## config.mk

```make
export PLATFORM = sky130hd
export DESIGN_NAME = inc16
export DESIGN_NICKNAME = d
export VERILOG_FILES = /design/src/rtl/inc16_pkg.sv /design/src/rtl/inc16_half_adder.sv /design/src/rtl/inc16.sv
export SDC_FILE = /design/constraint.sdc
export NUM_CORES = 1
export LEC_CHECK = 0
export ABC_AREA = 1
export CORE_UTILIZATION = 25
export CTS_CLUSTER_DIAMETER = 40
export DETAILED_ROUTE_END_ITERATION = 10
export PLACE_DENSITY_LB_ADDON = 0.05
export RECOVER_POWER = 25
export SYNTH_ARGS = -nofsm -noshare
export SYNTH_HDL_FRONTEND = slang
export SYNTH_HIERARCHICAL = 1
export SYNTH_SLANG_ARGS = --single-unit
```

## constraint.sdc

```tcl
create_clock -name clk -period 13.6 [get_ports clk]
set_clock_uncertainty 0.15 [all_clocks]
set_input_delay 2.72 -clock clk [delete_from_list [all_inputs] [get_ports clk]]
set_output_delay 2.72 -clock clk [all_outputs]
set_load 0.1 [all_outputs]
```

## src/rtl/inc16_pkg.sv

```systemverilog
// rtl/inc16_pkg.sv - shared width and constants for the incrementer
package inc16_pkg;

  // Default data width of the incrementer datapath
  localparam int INC16_WIDTH = 16;

  // Operand value that wraps to zero and raises carry
  localparam logic [INC16_WIDTH-1:0] INC16_ALL_ONES = '1;

endpackage

```

## src/rtl/inc16_half_adder.sv

```systemverilog
// rtl/inc16_half_adder.sv - single-bit half adder cell of the ripple chain
module half_adder (
  input  logic a,
  input  logic b,
  output logic sum,
  output logic carry
);

  // Sum and carry of two bits
  assign sum   = a ^ b;
  assign carry = a & b;

endmodule

```

## src/rtl/inc16.sv

```systemverilog
// rtl/inc16.sv - ripple-carry incrementer with an optional registered stage
module inc16
  import inc16_pkg::*;
#(
  parameter int WIDTH = INC16_WIDTH
) (
  input  logic [WIDTH-1:0] in,
  output logic [WIDTH-1:0] out,
  input  logic             clk,
  input  logic             rst_n,
  input  logic             en,
  output logic             carry,
  output logic [WIDTH-1:0] q,
  output logic             q_carry,
  output logic             q_valid
);

  // c[i] is the carry into bit i; bit 0 adds the constant one
  logic [WIDTH:0] c;

  assign c[0] = 1'b1;

  // Ripple chain: each bit adds its operand bit to the carry from below
  for (genvar i = 0; i < WIDTH; i++) begin : g_ripple
    half_adder u_ha (
      .a     (in[i]),
      .b     (c[i]),
      .sum   (out[i]),
      .carry (c[i+1])
    );
  end

  assign carry = c[WIDTH];

  // Registered copy of the result; reset wins over a load on the same edge
  always_ff @(posedge clk) begin
    if (!rst_n) begin
      q       <= '0;
      q_carry <= 1'b0;
      q_valid <= 1'b0;
    end else if (en) begin
      q       <= out;
      q_carry <= carry;
      q_valid <= 1'b1;
    end else begin
      q_valid <= 1'b0;
    end
  end

endmodule

```

Word level (Yosys, flattened, before mapping)
Index checks and enable logic that the tools add are counted.
Widths: inputs -> output; s select.
{ "classes": {"n_mux": 1, "bitwise": 31} }
{ "op_table": {"columns": ["op", "n"], "rows": [
  ["$and 1x1->1", 15],
  ["$xor 1x1->1", 15],
  ["$mux 1", 1],
  ["$not 1->1", 1]
]} }
{ "word_totals": {"regBits": 18, "in_bits": 19, "wordCells": 35} }

Logic depth before layout (Yosys ltp)
{ "logic_depth": {"ltp_word": 15, "ltp_mapped": 20, "depth_no_buf": 20} }

Hierarchy
The synthesis kept the hierarchy.
{ "modules_own_cells": {"columns": ["module", "n_inst", "cells_per_inst", "area_per_inst_um2"], "rows": [
  ["inc16", 1, 112, 750.7],
  ["half_adder", 16, 1, 12.5]
]} }

Worst setup path before layout
No wires, ideal clock.
{ "synth_timing": {"kind": "in2out", "startpoint": "in in[0]", "endpoint": "out out[15]", "arrival_ns": 6.147, "t_required_ns": 10.730, "setup_slack_ns": 4.583, "path_stages": 16, "path_cell_list": "ha_1 -> ha_1 -> ha_1 -> ha_1 -> ha_1 -> ha_1 -> ha_1 -> ha_1 -> ha_1 -> ha_1 -> ha_1 -> ha_1 -> ha_1 -> ha_1 -> ha_1 -> ha_1"} }
{ "synth_via": {"elab_chain_len": 15} }
{ "synth_rtl": {"columns": ["item", "line", "text"], "rows": [
  ["start: declaration", "inc16.sv:7", "input logic [WIDTH-1:0] in,"],
  ["$and 1x1->1", "inc16_half_adder.sv:11", "assign carry = a & b;"],
  ["named net c[2]", "inc16.sv:19", "logic [WIDTH:0] c;"],
  ["$and 1x1->1", "inc16_half_adder.sv:11", null],
  ["named net c[3]", "inc16.sv:19", null],
  ["$and 1x1->1", "inc16_half_adder.sv:11", null],
  ["named net c[4]", "inc16.sv:19", null],
  ["$and 1x1->1", "inc16_half_adder.sv:11", null],
  ["named net c[5]", "inc16.sv:19", null],
  ["[1 not listed]", null, null],
  ["named net c[6]", "inc16.sv:19", null],
  ["[1 not listed]", null, null],
  ["named net c[7]", "inc16.sv:19", null],
  ["[1 not listed]", null, null],
  ["named net c[8]", "inc16.sv:19", null],
  ["[1 not listed]", null, null],
  ["named net c[9]", "inc16.sv:19", null],
  ["[1 not listed]", null, null],
  ["named net c[10]", "inc16.sv:19", null],
  ["[1 not listed]", null, null],
  ["named net c[11]", "inc16.sv:19", null],
  ["[1 not listed]", null, null],
  ["named net c[12]", "inc16.sv:19", null],
  ["$and 1x1->1", "inc16_half_adder.sv:11", null],
  ["named net c[13]", "inc16.sv:19", null],
  ["$and 1x1->1", "inc16_half_adder.sv:11", null],
  ["named net c[14]", "inc16.sv:19", null],
  ["$and 1x1->1", "inc16_half_adder.sv:11", null],
  ["named net c[15]", "inc16.sv:19", null],
  ["$xor 1x1->1", "inc16_half_adder.sv:10", "assign sum = a ^ b;"],
  ["end: declaration", "inc16.sv:8", "output logic [WIDTH-1:0] out,"]
]} }
The timed path passes the listed nets, and every way through them passes these cells.

Worst setup path in the final report
Ends and elaborated chain as after synthesis.

==> flow_summary.ini <==
[sta]
rsz0062_at_grt = no
hold_viol = 0
setup_viol_count_final = 0
fin_crit_sh_pct = 75.5
tightest_slew_ns = 1.18
slew_headroom_pct = 21.0
final_max_slew_viol_count = 0
max_freq_mhz = 97.4
fin_crit_ns = 10.27
tns_ns = 0
holdWs_ns = 0.319

[final_layout]
insertedDiodeCount = 0
final_common_cell = clkdlybuf4s50_1
nNetsFinal = 215
drive_gt1_share_pct = 2.23
area_growth_pct = 61.6
mostFrequentLayoutCells = clkdlybuf4s50_1, nand2_1, nor2_1
final_area_um2 = 1540

[grt]
grt_max_degree = 36
overflow = 0
grt_pass1_vias = 767
grt_use_total_pct = 10.4
antenna_found_initial = 0
grt_pass1_wl_mm = 3.33

[power_and_ir_drop]
clkPwrFrac_pct = 24.4
peakVddDrop_mv = 0.0443
p_sw_uw = 80.6
power_frac_seq_pct = 31.9
p_leak_uw = 0.000795
p_sw_share_pct = 44.3
p_int_uw = 101
p_per_area_nw_per_um2 = 118
combPwrFrac_pct = 43.7

[detailed_routing]
drtAntennaViolNets = 0
drc_errors = 0
vias = 857
via_per_inst = 3.78
firstDrtPassIters = 3
routed_wl_mm = 2.04
wl_per_cell_um = 8.99
detail_route.iter0.violations = 19

[clock_tree]
cts_setup_buffers = 0
cts.sinks = 18
cts_root_buf = clkbuf_8
clock_latency_ns = 0.25
clkTransAtPathRegs_ns = 0.07
cts_tree = done
ctsHoldBuffers = 0
cts_buffers = 3
htreeDepth = 1
cts_buffer_depth = 2
cts_resized = 0

[worst_setup_path]
rrSetupSlack_ns = 12.88
r2r-end = q[14]$_SDFFE_PN0P_
r2r-start = q[14]$_SDFFE_PN0P_
cp-end-kind = primary output
rr_worst_depth = 2
crit_arrival_ns = 7.40
setup.worst_path.start_class = input pin
worst-setup-path-type = in -> out
required_ns = 10.73
path_max_fanout = 2

[logic_synthesis]
yosysUniqueCellTypes = 8
yosysSeqAreaShare_pct = 37.9
synth_area_leaders = dfxtp_1, ha_1, nand2_1
synth_warnings = 6
syn_area_um2 = 951
synth.largest_area_cell = dfxtp_1
netlist_instances = 128
avgSynthCellArea_um2 = 7.43
yosysTopAreaCellShare_pct = 37.9
ys_ff_latch = 18
syn_nets = 163

[floorplanning]
initial_core_util_pct = 26.0
rows = 22
fp.dieArea_um2 = 4050
chipHeight_um = 63.7
core-area_um2 = 3660
io_pins = 54
die_w_um = 63.7

[worst_hold_path]
min_to = q[3]$_SDFFE_PN0P_
holdPathStages = 2
min_from = q[3]$_SDFFE_PN0P_
hold_path.class = reg -> reg

[place]
place_area_um2 = 1480
dp.final_hpwl_mm = 1.52
gp_congestion = 0.706
place.port_buffers = 53

[run_status]
status = complete, no violations

[job]
maxCapViolations = 0
## cells in the mapped netlist
master	number
buf_6	4
ha_1	16
inv_1	18
conb_1	1
nand2_1	35
dfxtp_1	18
buf_4	2
nor2_1	34
## layout make-up
class | instances | area, um2
Fill cell | 368 | 2120
Timing Repair Buffer | 53 | 531
Multi-Input combinational cell | 86 | 463
Sequential cell | 18 | 360
Inverter | 18 | 67.6
Tap cell | 48 | 60.1
Clock buffer | 4 | 55.1
## metal layers
metal	part of all wire [%]	wire length, um	vias to the layer above	global-route usage, %
met1	47	967	350	13.3
li1	-	-	477	-
met5	0	0	-	0
met2	45	912	28	16.4
met4	0.98	20	0	3.41
met3	6.9	140	2	3.26
## logic make-up (layout without fill, tap and decap cells)
family | after synthesis | after routing | share of synthesized area, %
and+or+nand+nor | 69 | 69 | 27.2
buffers and inverters | 24 | 75 | 13.4
DFF | 18 | 18 | 37.9
adders and majority gates | 16 | 16 | 21.1
other | 1 | 1 | 0.394
## worst max-delay path, cell delays in order
cell and delay (ns):
dlygate4sd3_1 0.54, ha_1 0.20, ha_1 0.18, ha_1 0.18, ha_1 0.17, ha_1 0.18
ha_1 0.17, ha_1 0.17, ha_1 0.17, ha_1 0.18, ha_1 0.18, ha_1 0.18
ha_1 0.19, ha_1 0.19, ha_1 0.18, ha_1 0.19, ha_1 0.29, clkdlybuf4s50_1 1.13
## through the flow
step                std cells  utilization, %  power [uW]  setup slack [ns]
floorplan                 128               -         123              4.58
global placement          223            40.5         140              3.45
detailed placement        223            40.5         140              3.44
CTS                       227            42.0         185              3.42
global route              227            42.0         191              3.08
finish                    227            42.0         182              3.33
## state kept, by name, indices dropped and copies added, names as in the netlist
register and flops:
q 16, q_carry 1, q_valid 1
## worst max-delay path by stage
| stage | startpoint | end | slack, ns |
|---|---|---|---|
| finish | in[0] | out[15] | 3.33 |
| global route | in[0] | out[15] | 3.08 |
| CTS | in[0] | out[15] | 3.42 |
| detailed placement | in[0] | out[15] | 3.44 |
| global placement | in[0] | out[15] | 3.45 |
| floorplan | in[0] | out[15] | 4.58 |
## power groups by stage
stage	registers (uW)	clock network (uW)	logic (uW)
after floorplan	85.9	0	37.1
after global placement	59.3	0	80.9
after detailed placement	59.4	0	80.7
after CTS	58.2	46.3	80.8
after global routing	58.5	49.1	83.2
final	58.1	44.3	79.4
Power figures use the tool's default switching activity.
